**config.mk**
```make
export PLATFORM = sky130hd
export DESIGN_NAME = iomem_timer_flat
export DESIGN_NICKNAME = d
export VERILOG_FILES = /design/src/rtl/iomem_timer_pkg.sv /design/src/rtl/iomem_timer_if.sv /design/src/rtl/iomem_timer_prescaler.sv /design/src/rtl/iomem_timer.sv /design/src/flat_wrapper.sv
export SDC_FILE = /design/constraint.sdc
export NUM_CORES = 1
export LEC_CHECK = 0
export ABC_CLOCK_PERIOD_IN_PS = 3700
export CAP_MARGIN = 20
export CELL_PAD_IN_SITES_DETAIL_PLACEMENT = 1
export CELL_PAD_IN_SITES_GLOBAL_PLACEMENT = 2
export CORE_UTILIZATION = 41
export DETAILED_ROUTE_END_ITERATION = 6
export DONT_BUFFER_PORTS = 1
export PLACE_DENSITY_LB_ADDON = 0.1
export SETUP_SLACK_MARGIN = 0.2
export SYNTH_ARGS = -nofsm -noshare
export SYNTH_HDL_FRONTEND = slang
export SYNTH_HIERARCHICAL = 1
export SYNTH_SLANG_ARGS = --single-unit
```
**constraint.sdc**
```tcl
create_clock -name clk -period 3.7 [get_ports clk]
set_input_delay 0.185 -clock clk [delete_from_list [all_inputs] [get_ports clk]]
set_output_delay 0.185 -clock clk [all_outputs]
set_load 0.02 [all_outputs]
```
**src/rtl/iomem_timer_pkg.sv**
```systemverilog
// Shared constants for the iomem timer: register offsets, CTRL/STATUS bit positions
// and the byte-lane merge used by every writable register.
package iomem_timer_pkg;

  localparam logic [3:0] OFF_CTRL   = 4'h0;
  localparam logic [3:0] OFF_LOAD   = 4'h4;
  localparam logic [3:0] OFF_COUNT  = 4'h8;
  localparam logic [3:0] OFF_STATUS = 4'hC;

  localparam int unsigned CTRL_EN          = 0;
  localparam int unsigned CTRL_AUTO_RELOAD = 1;
  localparam int unsigned CTRL_IRQ_EN      = 2;
  localparam int unsigned CTRL_PRESC_LSB   = 8;

  localparam int unsigned STATUS_EXPIRED = 0;

  function automatic logic [31:0] merge_wstrb(logic [31:0] old_val, logic [31:0] wdata,
                                              logic [3:0] wstrb);
    logic [31:0] res;
    res = old_val;
    for (int i = 0; i < 4; i++) begin
      if (wstrb[i]) res[8*i +: 8] = wdata[8*i +: 8];
    end
    return res;
  endfunction

endpackage

```
**src/rtl/iomem_timer_if.sv**
```systemverilog
// SoC iomem bus: valid/ready handshake with byte strobes; wstrb == 0 means read.
interface iomem_timer_if;
  logic        iomem_valid;
  logic        iomem_ready;
  logic [3:0]  iomem_wstrb;
  logic [31:0] iomem_addr;
  logic [31:0] iomem_wdata;
  logic [31:0] iomem_rdata;

  modport master (
    output iomem_valid, iomem_wstrb, iomem_addr, iomem_wdata,
    input  iomem_ready, iomem_rdata
  );

  modport slave (
    input  iomem_valid, iomem_wstrb, iomem_addr, iomem_wdata,
    output iomem_ready, iomem_rdata
  );
endinterface

```
**src/rtl/iomem_timer_prescaler.sv**
```systemverilog
// Clock prescaler: one tick every presc+1 cycles while enabled, counter held at 0 otherwise.
module iomem_timer_prescaler #(
  parameter int unsigned PRESC_BITS = 8
) (
  input  logic                  clk,
  input  logic                  reset,
  input  logic                  en,
  input  logic [PRESC_BITS-1:0] presc,
  output logic                  tick
);

  logic [PRESC_BITS-1:0] pcnt_q;

  assign tick = en && (pcnt_q == presc);

  always_ff @(posedge clk or posedge reset) begin
    if (reset) begin
      pcnt_q <= '0;
    end else if (!en || tick) begin
      pcnt_q <= '0;
    end else begin
      pcnt_q <= pcnt_q + PRESC_BITS'(1);
    end
  end

endmodule

```
**src/rtl/iomem_timer.sv**
```systemverilog
// 32-bit down-counting timer on the iomem bus: 16-byte register window, one wait state,
// periodic or one-shot expiry driving a level interrupt.
module iomem_timer
  import iomem_timer_pkg::*;
#(
  parameter logic [31:0] BASE_ADDR  = 32'h0300_0000,
  parameter int unsigned PRESC_BITS = 8
) (
  input  logic         clk,
  input  logic         reset,
  iomem_timer_if.slave bus,
  output logic         irq
);

  logic                  ready_q;
  logic [31:0]           rdata_q, rdata_d;
  logic                  en_q, en_d, auto_q, auto_d, irq_en_q, irq_en_d;
  logic [PRESC_BITS-1:0] presc_q, presc_d;
  logic [31:0]           load_q, load_d, count_q, count_d;
  logic                  expired_q, expired_d;

  logic        sel, acc, wr, tick, expire;
  logic [3:0]  off;
  logic [31:0] ctrl_rd, ctrl_wr, rd_mux;
  logic        unused_bits;

  assign sel    = bus.iomem_valid && (bus.iomem_addr[31:4] == BASE_ADDR[31:4]);
  assign acc    = sel && !ready_q;
  assign wr     = acc && (bus.iomem_wstrb != 4'b0000);
  assign off    = {bus.iomem_addr[3:2], 2'b00};
  assign expire = tick && (count_q == '0);

  assign bus.iomem_ready = ready_q;
  assign bus.iomem_rdata = rdata_q;
  assign irq             = expired_q & irq_en_q;
  assign unused_bits     = ^{bus.iomem_addr[1:0], ctrl_wr};

  iomem_timer_prescaler #(
    .PRESC_BITS(PRESC_BITS)
  ) u_prescaler (
    .clk  (clk),
    .reset(reset),
    .en   (en_q),
    .presc(presc_q),
    .tick (tick)
  );

  always_comb begin
    ctrl_rd = '0;
    ctrl_rd[CTRL_EN]          = en_q;
    ctrl_rd[CTRL_AUTO_RELOAD] = auto_q;
    ctrl_rd[CTRL_IRQ_EN]      = irq_en_q;
    ctrl_rd[CTRL_PRESC_LSB +: PRESC_BITS] = presc_q;
    ctrl_wr = merge_wstrb(ctrl_rd, bus.iomem_wdata, bus.iomem_wstrb);

    rd_mux = '0;
    case (off)
      OFF_CTRL:   rd_mux = ctrl_rd;
      OFF_LOAD:   rd_mux = load_q;
      OFF_COUNT:  rd_mux = count_q;
      OFF_STATUS: rd_mux[STATUS_EXPIRED] = expired_q;
      default:    rd_mux = '0;
    endcase
  end

  always_comb begin
    en_d      = en_q;
    auto_d    = auto_q;
    irq_en_d  = irq_en_q;
    presc_d   = presc_q;
    load_d    = load_q;
    count_d   = count_q;
    expired_d = expired_q;

    if (tick) begin
      if (count_q != '0) begin
        count_d = count_q - 32'd1;
      end else begin
        expired_d = 1'b1;
        if (auto_q) count_d = load_q;
        else        en_d    = 1'b0;
      end
    end

    // Bus writes are applied last so they win over same-cycle tick effects.
    if (wr) begin
      case (off)
        OFF_CTRL: begin
          en_d     = ctrl_wr[CTRL_EN];
          auto_d   = ctrl_wr[CTRL_AUTO_RELOAD];
          irq_en_d = ctrl_wr[CTRL_IRQ_EN];
          presc_d  = ctrl_wr[CTRL_PRESC_LSB +: PRESC_BITS];
        end
        OFF_LOAD:  load_d  = merge_wstrb(load_q, bus.iomem_wdata, bus.iomem_wstrb);
        OFF_COUNT: count_d = merge_wstrb(count_q, bus.iomem_wdata, bus.iomem_wstrb);
        OFF_STATUS: begin
          // A fresh expiry on this cycle must survive the clear.
          if (bus.iomem_wstrb[0] && bus.iomem_wdata[STATUS_EXPIRED] && !expire) begin
            expired_d = 1'b0;
          end
        end
        default: ;
      endcase
    end

    rdata_d = acc ? rd_mux : '0;
  end

  always_ff @(posedge clk or posedge reset) begin
    if (reset) begin
      ready_q   <= 1'b0;
      rdata_q   <= '0;
      en_q      <= 1'b0;
      auto_q    <= 1'b0;
      irq_en_q  <= 1'b0;
      presc_q   <= '0;
      load_q    <= '0;
      count_q   <= '0;
      expired_q <= 1'b0;
    end else begin
      ready_q   <= acc;
      rdata_q   <= rdata_d;
      en_q      <= en_d;
      auto_q    <= auto_d;
      irq_en_q  <= irq_en_d;
      presc_q   <= presc_d;
      load_q    <= load_d;
      count_q   <= count_d;
      expired_q <= expired_d;
    end
  end

endmodule

```
**src/flat_wrapper.sv**
```systemverilog
// flat-port wrapper written by rule: the top's interface ports become plain ports
module iomem_timer_flat import iomem_timer_pkg::*;
#(
  parameter logic [31:0] BASE_ADDR  = 32'h0300_0000,
  parameter int unsigned PRESC_BITS = 8
)
  (clk, reset, irq, bus_iomem_valid, bus_iomem_wstrb, bus_iomem_addr, bus_iomem_wdata, bus_iomem_ready, bus_iomem_rdata);
  iomem_timer_if bus_i ();
  input  logic clk;
  input  logic reset;
  output logic irq;
  input wire logic [$bits(bus_i.iomem_valid)-1:0] bus_iomem_valid;
  input wire logic [$bits(bus_i.iomem_wstrb)-1:0] bus_iomem_wstrb;
  input wire logic [$bits(bus_i.iomem_addr)-1:0] bus_iomem_addr;
  input wire logic [$bits(bus_i.iomem_wdata)-1:0] bus_iomem_wdata;
  output wire logic [$bits(bus_i.iomem_ready)-1:0] bus_iomem_ready;
  output wire logic [$bits(bus_i.iomem_rdata)-1:0] bus_iomem_rdata;
  assign bus_i.iomem_valid = bus_iomem_valid;
  assign bus_i.iomem_wstrb = bus_iomem_wstrb;
  assign bus_i.iomem_addr = bus_iomem_addr;
  assign bus_i.iomem_wdata = bus_iomem_wdata;
  assign bus_iomem_ready = bus_i.iomem_ready;
  assign bus_iomem_rdata = bus_i.iomem_rdata;
  iomem_timer #(.BASE_ADDR(BASE_ADDR), .PRESC_BITS(PRESC_BITS)) u_core (.clk(clk), .reset(reset), .bus(bus_i), .irq(irq));
endmodule
```
==> impl_metrics.py, run 1 <==
metrics = {
    "power_and_ir_drop": {
        "power.density_mw_per_mm2": 394,
        "peakVddDrop_v": 0.000320,
        "leakagePower_nw": 3.30,
        "finalPower_mw": 3.02,
    },
    "final_layout": {
        "diodes": 0,
        "final_cell_mix": "117 x dfrtp_1, 58 x nor2_1, 39 x mux2_2, 36 x a22oi_1, 36 x dlygate4sd3_1",
        "fin_nets": 746,
        "layout_commonest_cell": "dfrtp_1",
        "stdcell_count": 895,
        "n_fill_cell": 1733,
        "syn_to_final_growth_pct": 18.5,
        "drive_above_1_share": 0.183,
    },
    "cts": {
        "clock_sinks": 117,
        "cts_setup_buffers": 0,
        "cts_buffers": 17,
        "cts_resized": 0,
        "htree_levels": 4,
        "clock_latency_ns": 0.43,
        "cts_root_buffer": "clkbuf_16",
        "clockBufferDepth": 2,
        "cts_tree": "built",
        "clk_pin_slew_ns": 0.06,
    },
    "placement": {
        "globalplace.congestion": 0.867,
        "place_inst": 828,
        "io_buffers": 0,
        "hpwl_um": 13900,
        "pre_cts_ws_ns": 0.909,
    },
    "floorplan": {
        "start_util": 0.422,
        "ios": 105,
        "die_w_um": 128,
        "rows": 45,
        "dieArea_sq_mm": 0.0163,
        "dieHeight_um": 128,
        "core_sq_mm": 0.0153,
    },
    "routing": {
        "drtAntennaViolNets": 0,
        "wl_um": 20400,
        "drtPass1Iterations": 5,
        "first_iter_violations": 404,
        "viasPerCell": 6.21,
        "wl_per_cell_um": 22.8,
        "num_vias": 5561,
        "remaining_drc_errors": 0,
    },
    "global_route": {
        "grtUsageTotal": 0.271,
        "grt_max_degree": 57,
        "grt_pass1_wl_um": 33100,
        "overflow": 0,
        "grt_pass1_vias": 5945,
        "grt_antenna_before_repair": 0,
    },
    "logic_synthesis": {
        "synth_edf_count": 0,
        "syn_nets": 708,
        "syn_area_per_cell_sq_um": 10.2,
        "synth_cell_types": 72,
        "syn_inst": 634,
        "ys_seq_area_frac": 0.453,
        "ys_warn_count": 6,
        "synth-main-ff-cell": "dfrtp_1",
        "syn_area_sq_mm": 0.00646,
        "ys_ff_latch": 117,
        "async_reset_ff_frac": 1.00,
    },
    "worst_setup_path": {
        "startpoint_type": "flip-flop",
        "slowest_delay_ns": 0.75,
        "worstPathArrival_ns": 3.13,
        "required_ns": 4.00,
        "critPathKind": "reg2reg",
        "path_cells": "nor4b_1 > nand4_1 > o31ai_2 > buf_4 > nor3_1 > a221oi_1 > o21ai_1",
        "setup.worst_path.end_class": "flip-flop",
        "cp_slowest_cell": "o31ai_2",
        "critPathMaxFanout": 17,
    },
    "timing": {
        "setup_viol": 0,
        "finalWorstSetupSlack_ns": 0.871,
        "skew_ns": 0.00686,
        "report.final.slew_viol_count": 0,
        "hold_viol": 0,
        "min_period_ns": 2.83,
        "finalCritPeriodShare": 0.765,
        "relSlewSlack": 0.464,
        "tns_ns": 0,
        "rsz0062_at_grt": "no",
        "tightest_slew_ns": 0.782,
        "hold_slack_ns": 0.0308,
        "fmax_mhz": 353,
    },
    "status": {
        "status": "completed",
    },
    "flow_run": {
        "cap_violations": 0,
    },
    "hold_path": {
        "holdCritPathClass": "in2reg",
    },
}
[routing by layer]
layer | up-vias | part of all wire | track usage
met2 | 196 | 0.47 | 0.437
li1 | 2496 | - | -
met1 | 2827 | 0.45 | 0.350
met4 | 0 | 0.027 | 0.116
met5 | - | 0 | 0
met3 | 42 | 0.053 | 0.0590
[worst max-delay path, delay by kind of cell, from the launching register on]
kind            cells  cell delay (ns)
flops               1             0.47
compound gates      3             1.08
buf+inv             1             0.38
simple gates        3             0.75
[per-stage QoR]
step | cell area [sq um] | util
global route | 7650 | 0.500
global placement | 6720 | 0.439
floorplan | 6460 | -
CTS | 7650 | 0.500
detailed placement | 6720 | 0.439
finish | 7650 | 0.500
[worst paths after layout]
check,start,to,slack [ns],cells after the start
worst max-delay path,u_core/bus.iomem_ready$_DFF_PP0_,u_core/count_q[25]$_DFFE_PP0P_,0.87,7
worst min register to register,u_core/irq_en_q$_DFFE_PP0P_,u_core/irq_en_q$_DFFE_PP0P_,0.53,1
worst max register to register,u_core/bus.iomem_ready$_DFF_PP0_,u_core/count_q[25]$_DFFE_PP0P_,0.87,7
worst min-delay path,bus_iomem_addr[3],u_core/bus.iomem_rdata[9]$_DFF_PP0_,0.03,3
max in group asynchronous,reset,u_core/bus.iomem_rdata[15]$_DFF_PP0_,2.51,3
min in group asynchronous,reset,u_core/u_prescaler/pcnt_q[0]$_DFF_PP0_,0.25,2
[state kept, by name (all words and copies together), names as in the netlist]
signal,cells
u_core/bus.iomem_rdata,32
u_core/count_q,32
u_core/load_q,32
u_core/presc_q,8
u_core/u_prescaler/pcnt_q,8
u_core/auto_q,1
u_core/bus.iomem_ready,1
u_core/en_q,1
u_core/expired_q,1
u_core/irq_en_q,1
[cell usage after synthesis, types with 5 or more instances]
cell / n / area, sq um
nand4_1: 10 / 62.6
nor2_1: 58 / 218
a22oi_1: 36 / 270
o221ai_1: 5 / 43.8
nand3_1: 14 / 70.1
buf_2: 11 / 55.1
dfrtp_1: 117 / 2930
a221oi_1: 6 / 52.6
a31oi_1: 5 / 31.3
and3_1: 8 / 50.1
nor3_1: 22 / 110
o21ai_0: 30 / 150
nor4_2: 8 / 100
a211o_1: 5 / 43.8
clkbuf_1: 16 / 60.1
xor2_1: 9 / 78.8
nor4_4: 6 / 128
nor4_1: 16 / 100
buf_1: 5 / 18.8
or3_1: 6 / 37.5
mux2_2: 39 / 439
inv_1: 22 / 82.6
a211oi_1: 13 / 97.6
mux2i_1: 13 / 130
nand2_1: 26 / 97.6
o21ai_1: 9 / 45.0
a21oi_1: 34 / 170
[layout make-up]
type | count | area, sq um | area share
Multi-Input combinational cell | 458 | 3280 | 0.428
Sequential cell | 117 | 2930 | 0.383
Timing Repair Buffer | 56 | 523 | 0.0683
Clock buffer | 22 | 474 | 0.0620
Tap cell | 211 | 264 | 0.0345
Clock inverter | 9 | 103 | 0.0134
Inverter | 22 | 85.1 | 0.0111
[timing repair]
item	in CTS	in global routing
hold buffers	36	0
endpoints found under the hold margin	143	0
setup endpoints to repair	0	0
[power breakdown]
part / internal, mW / switching [mW] / leakage, nW
clock network: 1.03 / 0.600 / 0.278
logic: 0.0409 / 0.0622 / 1.42
registers: 1.28 / 0.000000232 / 1.60
[logic make-up (layout without fill, tap and decap cells)]
group | count (synthesis) | in the layout | share of synthesized area
compound gates | 175 | 175 | 0.186
buf+inv | 59 | 109 | 0.0403
xor+xnor | 14 | 14 | 0.0201
fa+ha+maj | 3 | 3 | 0.00581
flops | 117 | 117 | 0.453
simple gates | 212 | 212 | 0.200
mux | 54 | 54 | 0.0939
Note: power is estimated with default switching activity, not from simulation.
==> run 2: changes to the inputs <==
ABC_CLOCK_PERIOD_IN_PS = 2600   (was 3700)
CORE_UTILIZATION = 37   (was 41)
clock period = 2.6 ns   (was 3.7 ns; I/O delays follow)
==> run 2 against run 1 <==
Net effect:
- core utilization decreased by 1.7 points
- power up 44%
- sequential power rose by 42%
- sequential cell count unchanged
- first-iteration DRC count fell by 26%
- combinational power grew 48%
- fmax rose by 20%
- clock skew up 0.0032 ns
- critical path depth rose by 1
- clock power is 45% higher
- count of clock-buffer cells in the layout increased by 1
- via count up 1.3%
- largest power group unchanged
==> impl_metrics.py, run 2 (synthesis gave the netlist of run 1 again) <==
metrics = {
    "status": {
        "status": "completed",
    },
    "power_and_ir_drop": {
        "combPwrFrac": 0.035,
        "power.density_mw_per_mm2": 535,
        "p_int_mw": 3.41,
        "clkPwrFrac": 0.546,
        "p_sw_uw": 939,
        "swShare": 0.216,
        "power_frac_seq": 0.419,
        "peakVddDrop_v": 0.000463,
        "leakagePower_nw": 3.55,
    },
    "worst_setup_path": {
        "startpoint_type": "flip-flop",
        "path_cells": "buf_4 > or3_1 > buf_4 > or3_1 > nor4_2 > o32ai_1 > a211o_1 > a21oi_1",
        "critical_path.startpoint": "u_core/count_q[16]$_DFFE_PP0P_",
        "cp_slowest_cell": "or3_1",
        "critPathMaxFanout": 5,
        "required_ns": 2.94,
        "critPathBufInv": 2,
        "r2r_end": "u_core/count_q[22]$_DFFE_PP0P_",
        "worstPathArrival_ns": 2.71,
        "cp_top_family": "simple AND/OR/NAND/NOR gates",
        "crit_cells": 8,
        "regToRegSetupSlack_ns": 0.23,
        "slowest_delay_ns": 0.42,
        "setup.worst_path.end_class": "flip-flop",
        "r2r_start": "u_core/count_q[16]$_DFFE_PP0P_",
        "endpoint": "u_core/count_q[22]$_DFFE_PP0P_",
        "critPathKind": "reg2reg",
        "reg2reg_depth": 8,
    },
    "placement": {
        "postPlaceCellArea_sq_mm": 0.00706,
        "io_buffers": 0,
        "globalplace.congestion": 0.826,
        "hpwl_um": 15500,
    },
    "timing": {
        "rsz0062_at_grt": "yes",
        "relSlewSlack": 0.520,
        "tns_ns": 0,
        "finalCritPeriodShare": 0.910,
        "min_period_ns": 2.37,
        "tightest_slew_ns": 0.719,
        "hold_viol": 0,
        "skew_ns": 0.0101,
        "setup_viol": 0,
        "report.final.slew_viol_count": 0,
        "fmax_mhz": 423,
    },
    "floorplan": {
        "dieHeight_um": 134,
        "die_w_um": 134,
        "rows": 47,
        "ios": 105,
        "dieArea_sq_mm": 0.0180,
        "start_util": 0.384,
        "core_sq_mm": 0.0168,
    },
    "final_layout": {
        "layout_commonest_cell": "dfrtp_1",
        "syn_to_final_growth_pct": 25.7,
        "final_cell_mix": "117 x dfrtp_1, 64 x buf_4, 58 x nor2_1, 39 x mux2_2",
        "fin_area_sq_mm": 0.00812,
        "diodes": 0,
        "drive_above_1_share": 0.250,
        "fin_nets": 793,
    },
    "cts": {
        "cts_buffers": 17,
        "cts_root_buffer": "clkbuf_16",
        "clock_sinks": 117,
        "htree_levels": 4,
        "clk_pin_slew_ns": 0.06,
        "cts_tree": "built",
        "clock_latency_ns": 0.42,
        "clockBufferDepth": 2,
    },
    "routing": {
        "drtAntennaViolNets": 0,
        "viasPerCell": 5.92,
        "drt-met1-wl_um": 9810,
        "wl_um": 21700,
        "remaining_drc_errors": 0,
        "met3_length_um": 918,
        "first_iter_violations": 297,
        "num_vias": 5633,
        "wl_per_cell_um": 22.8,
        "routed-wl-met2_um": 10400,
        "drtPass1Iterations": 4,
        "top_layer": "met4",
    },
    "hold_path": {
        "hold-path-cell-count": 4,
        "holdCritPathClass": "in2reg",
    },
    "global_route": {
        "grt_pass1_wl_um": 34500,
        "grt_pass1_vias": 6219,
        "grt_max_degree": 55,
        "grt_antenna_before_repair": 0,
        "grtUsageTotal": 0.255,
        "overflow": 0,
    },
    "flow_run": {
        "cap_violations": 0,
    },
}
[run 2: cell count changes in the layout (fill, tap and decap cells not counted), sizes merged]
cell,delta
buf,+47
clkbuf,+1
clkinv,-1
clkinvlp,+1
inv,-1
[run 2: power by group through the flow]
stage	Combinational (mW)	Clock [mW]	Sequential, mW
6_report	0.152	2.37	1.82
5_1_grt	0.167	2.50	1.82
4_1_cts	0.155	2.44	1.82
3_5_place_dp	0.0952	0	1.85
3_3_place_gp	0.0940	0	1.85
2_1_floorplan	0.0702	0	1.85
[run 2: per-stage QoR]
step	total power [mW]	hold slack (ns)	worst slack, ns	util	instances
3_3_place_gp	1.95	-0.0152	0.204	0.420	881
4_1_cts	4.42	0.00131	0.198	0.477	948
3_5_place_dp	1.95	-0.00980	0.163	0.420	881
2_1_floorplan	1.92	-0.0543	0.211	-	634
5_1_grt	4.49	0.0290	0.130	0.483	951
6_report	4.35	0.0248	0.234	0.483	951
[run 2: repair_timing]
action                     CTS  global route
gates resized for setup      3            14
hold endpoints to repair   161             0
setup endpoints to repair   16            44
hold buffers                36             0
pin swaps                    0             3
setup buffers                0             3
[run 2: worst min-delay path, delay by kind of cell]
family             cells  cell delay, ns
and+or+nand+nor        2            0.17
muxes                  1            0.06
AOI/OAI and AO/OA      1            0.05
[run 2: worst min path at each step]
stage	startpoint	end	slack (ns)
3_3_place_gp	reset	u_core/u_prescaler/pcnt_q[0]$_DFF_PP0_	-0.02
6_report	bus_iomem_addr[2]	u_core/bus.iomem_rdata[8]$_DFF_PP0_	0.02
5_1_grt	bus_iomem_addr[2]	u_core/bus.iomem_rdata[10]$_DFF_PP0_	0.03
3_5_place_dp	reset	u_core/u_prescaler/pcnt_q[0]$_DFF_PP0_	-0.01
2_1_floorplan	reset	u_core/u_prescaler/pcnt_q[0]$_DFF_PP0_	-0.05
4_1_cts	bus_iomem_addr[2]	u_core/bus.iomem_rdata[9]$_DFF_PP0_	0.001
[run 2: cell type report]
cell class | count | area, sq um
fillers | 1912 | 8700
multi-input cells | 458 | 3350
flip-flops and latches | 117 | 2930
repair buffers | 103 | 883
clock buffers | 23 | 498
well taps | 220 | 275
clock inverters | 8 | 97.6
inverters | 22 | 86.3
[run 2: per-layer routing]
metal | vias to the layer above | GRT usage
li1 | 2586 | -
met1 | 2865 | 0.328
met2 | 150 | 0.416
met3 | 32 | 0.0476
met4 | 0 | 0.113
met5 | - | 0
==> run 3: changes to the inputs <==
HOLD_SLACK_MARGIN = 0.08   (was default)
PLACE_DENSITY = 0.74   (was default)
PLACE_DENSITY_LB_ADDON = default   (was 0.1)
==> run 3 against run 2 <==
Net effect:
- sequential share of layout area fell by 0.75 points
- register-to-register slack got worse by 0.04 ns
- via count rose by 2.5%
- non-clock buffer count rose by 12
- sequential power barely moved
- sequential cell count did not move
- worst setup slack got worse by 0.038 ns
- fmax fell by 1.6%
- first-iteration DRC count rose by 12%
==> impl_metrics.py, run 3 (synthesis gave the netlist of run 1 again) <==
metrics = {
    "status": {
        "status": "completed",
    },
    "final_layout": {
        "ff_latch_area_sq_mm": 0.00293,
        "multi_input_area_sq_mm": 0.00338,
        "drive_above_1_share": 0.265,
        "fin_nets": 805,
        "n_fill_cell": 1864,
        "final_cell_mix": "117 x dfrtp_1, 65 x buf_4, 58 x nor2_1, 40 x dlygate4sd3_1, 39 x mux2_2",
        "fin_area_sq_mm": 0.00829,
        "layout_commonest_cell": "dfrtp_1",
        "finish.utilization": 0.493,
        "syn_to_final_growth_pct": 28.3,
        "diodes": 0,
    },
    "placement": {
        "hpwl_um": 15400,
        "postPlaceCellArea_sq_mm": 0.00708,
        "io_buffers": 0,
        "globalplace.congestion": 0.842,
        "pre_cts_ws_ns": 0.131,
    },
    "worst_setup_path": {
        "critPathMostFrequentCell": "buf_4",
        "critPathBufInv": 3,
        "startpoint_type": "flip-flop",
        "slowest_delay_ns": 0.43,
        "setup.worst_path.end_class": "flip-flop",
        "cp_slowest_cell": "dfrtp_1",
        "critPathMaxFanout": 7,
        "cp_top_family": "simple AND/OR/NAND/NOR gates",
        "path_cells": "nor4_2 > buf_4 > nand4_1 > buf_6 > nor4_4 > buf_4 > nand2b_1 > o31a_1 > mux2_4",
        "required_ns": 2.91,
        "critical_path.startpoint": "u_core/count_q[17]$_DFFE_PP0P_",
        "r2r_start": "u_core/count_q[17]$_DFFE_PP0P_",
        "critPathKind": "reg2reg",
        "regToRegSetupSlack_ns": 0.20,
        "worstPathArrival_ns": 2.71,
    },
    "power_and_ir_drop": {
        "power_frac_seq": 0.421,
        "leakagePower_nw": 3.64,
        "swShare": 0.218,
        "peakVddDrop_v": 0.000470,
        "combPwrFrac": 0.038,
        "power.density_mw_per_mm2": 522,
        "p_sw_uw": 945,
        "clkPwrFrac": 0.541,
        "p_int_mw": 3.39,
    },
    "floorplan": {
        "core_sq_mm": 0.0168,
        "dieArea_sq_mm": 0.0180,
        "rows": 47,
        "die_w_um": 134,
        "start_util": 0.384,
        "ios": 105,
        "dieHeight_um": 134,
    },
    "routing": {
        "num_vias": 5774,
        "remaining_drc_errors": 0,
        "wl_per_cell_um": 23.3,
        "first_iter_violations": 332,
        "drtAntennaViolNets": 0,
        "viasPerCell": 6.00,
        "wl_um": 22400,
        "drtPass1Iterations": 4,
    },
    "timing": {
        "fmax_mhz": 416,
        "finalWorstSetupSlack_ns": 0.196,
        "finalCritPeriodShare": 0.925,
        "rsz0062_at_grt": "yes",
        "hold_viol": 0,
        "tns_ns": 0,
        "report.final.slew_viol_count": 0,
        "skew_ns": 0.00640,
        "setup_viol": 0,
        "relSlewSlack": 0.413,
        "tightest_slew_ns": 0.878,
        "min_period_ns": 2.40,
    },
    "global_route": {
        "grtUsageTotal": 0.260,
        "overflow": 0,
        "grt_antenna_before_repair": 0,
        "grt_pass1_vias": 6307,
        "grt_max_degree": 62,
        "grt_pass1_wl_um": 35400,
    },
    "cts": {
        "htree_levels": 4,
        "clk_pin_slew_ns": 0.05,
        "clock_latency_ns": 0.43,
        "clockBufferDepth": 2,
        "clock_sinks": 117,
        "cts_tree": "built",
        "cts_root_buffer": "clkbuf_16",
        "cts_buffers": 17,
    },
    "hold_path": {
        "holdCritPathClass": "in2reg",
        "hold_start": "bus_iomem_addr[18]",
    },
    "flow_run": {
        "cap_violations": 0,
    },
}
-- run 3: cell types whose count changed in the layout (fill, tap and decap cells not counted), sizes merged --
cell         delta
clkinv          +1
buf             +8
dlygate4sd3     +4
clkinvlp        -1
-- run 3: final timing paths --
| kind | end | cells past startpoint |
|---|---|---|
| min in group asynchronous | u_core/u_prescaler/pcnt_q[4]$_DFF_PP0_ | 2 |
| max in group asynchronous | u_core/load_q[23]$_DFFE_PP0P_ | 3 |
| hold reg to reg | u_core/bus.iomem_rdata[25]$_DFF_PP0_ | 2 |
| setup reg to reg | u_core/en_q$_DFFE_PP0P_ | 9 |
| setup / recovery | u_core/en_q$_DFFE_PP0P_ | 9 |
| hold / removal | u_core/bus.iomem_rdata[0]$_DFF_PP0_ | 3 |
-- run 3: power by group through the flow --
stage,sequential [mW],combinational (mW),clock [mW]
2_1_floorplan,1.85,0.0702,0
3_3_place_gp,1.85,0.0938,0
3_5_place_dp,1.85,0.0951,0
4_1_cts,1.82,0.167,2.38
5_1_grt,1.82,0.181,2.46
6_report,1.82,0.166,2.34
-- run 3: cell type report --
type,count,area share
Clock buffer,23,0.0589
Clock inverter,8,0.0119
Inverter,22,0.0104
Sequential cell,117,0.353
Timing Repair Buffer,115,0.125
Multi-Input combinational cell,458,0.407
Tap cell,220,0.0332
-- run 3: timing repair --
action                                  4_1_cts  5_1_grt
cloned                                        0        0
resized for setup                             6       26
endpoints found under the setup margin       24       52
hold endpoints to repair                    205        0
pin swaps                                     1       13
hold buffers                                 40        0
setup buffers                                 0       10
-- run 3: tightest hold or removal path: cells and delay by family --
kind             cells  cell delay, ns
AND/OR/NAND/NOR      3            0.37
-- run 3: stage by stage --
| stage | hold WS, ns | power [mW] | instances |
|---|---|---|---|
| global route | 0.111 | 4.46 | 963 |
| CTS | 0.0942 | 4.37 | 953 |
| detailed placement | -0.0120 | 1.95 | 882 |
| global placement | -0.0220 | 1.95 | 882 |
| finish | 0.120 | 4.33 | 963 |
| floorplan | -0.0543 | 1.92 | 634 |
-- run 3: layer usage --
layer,vias to the layer above,part of all wire,GRT usage
met2,160,0.50,0.442
met1,2976,0.44,0.335
met3,30,0.042,0.0427
li1,2608,-,-
met4,0,0.016,0.0899
met5,-,0,0
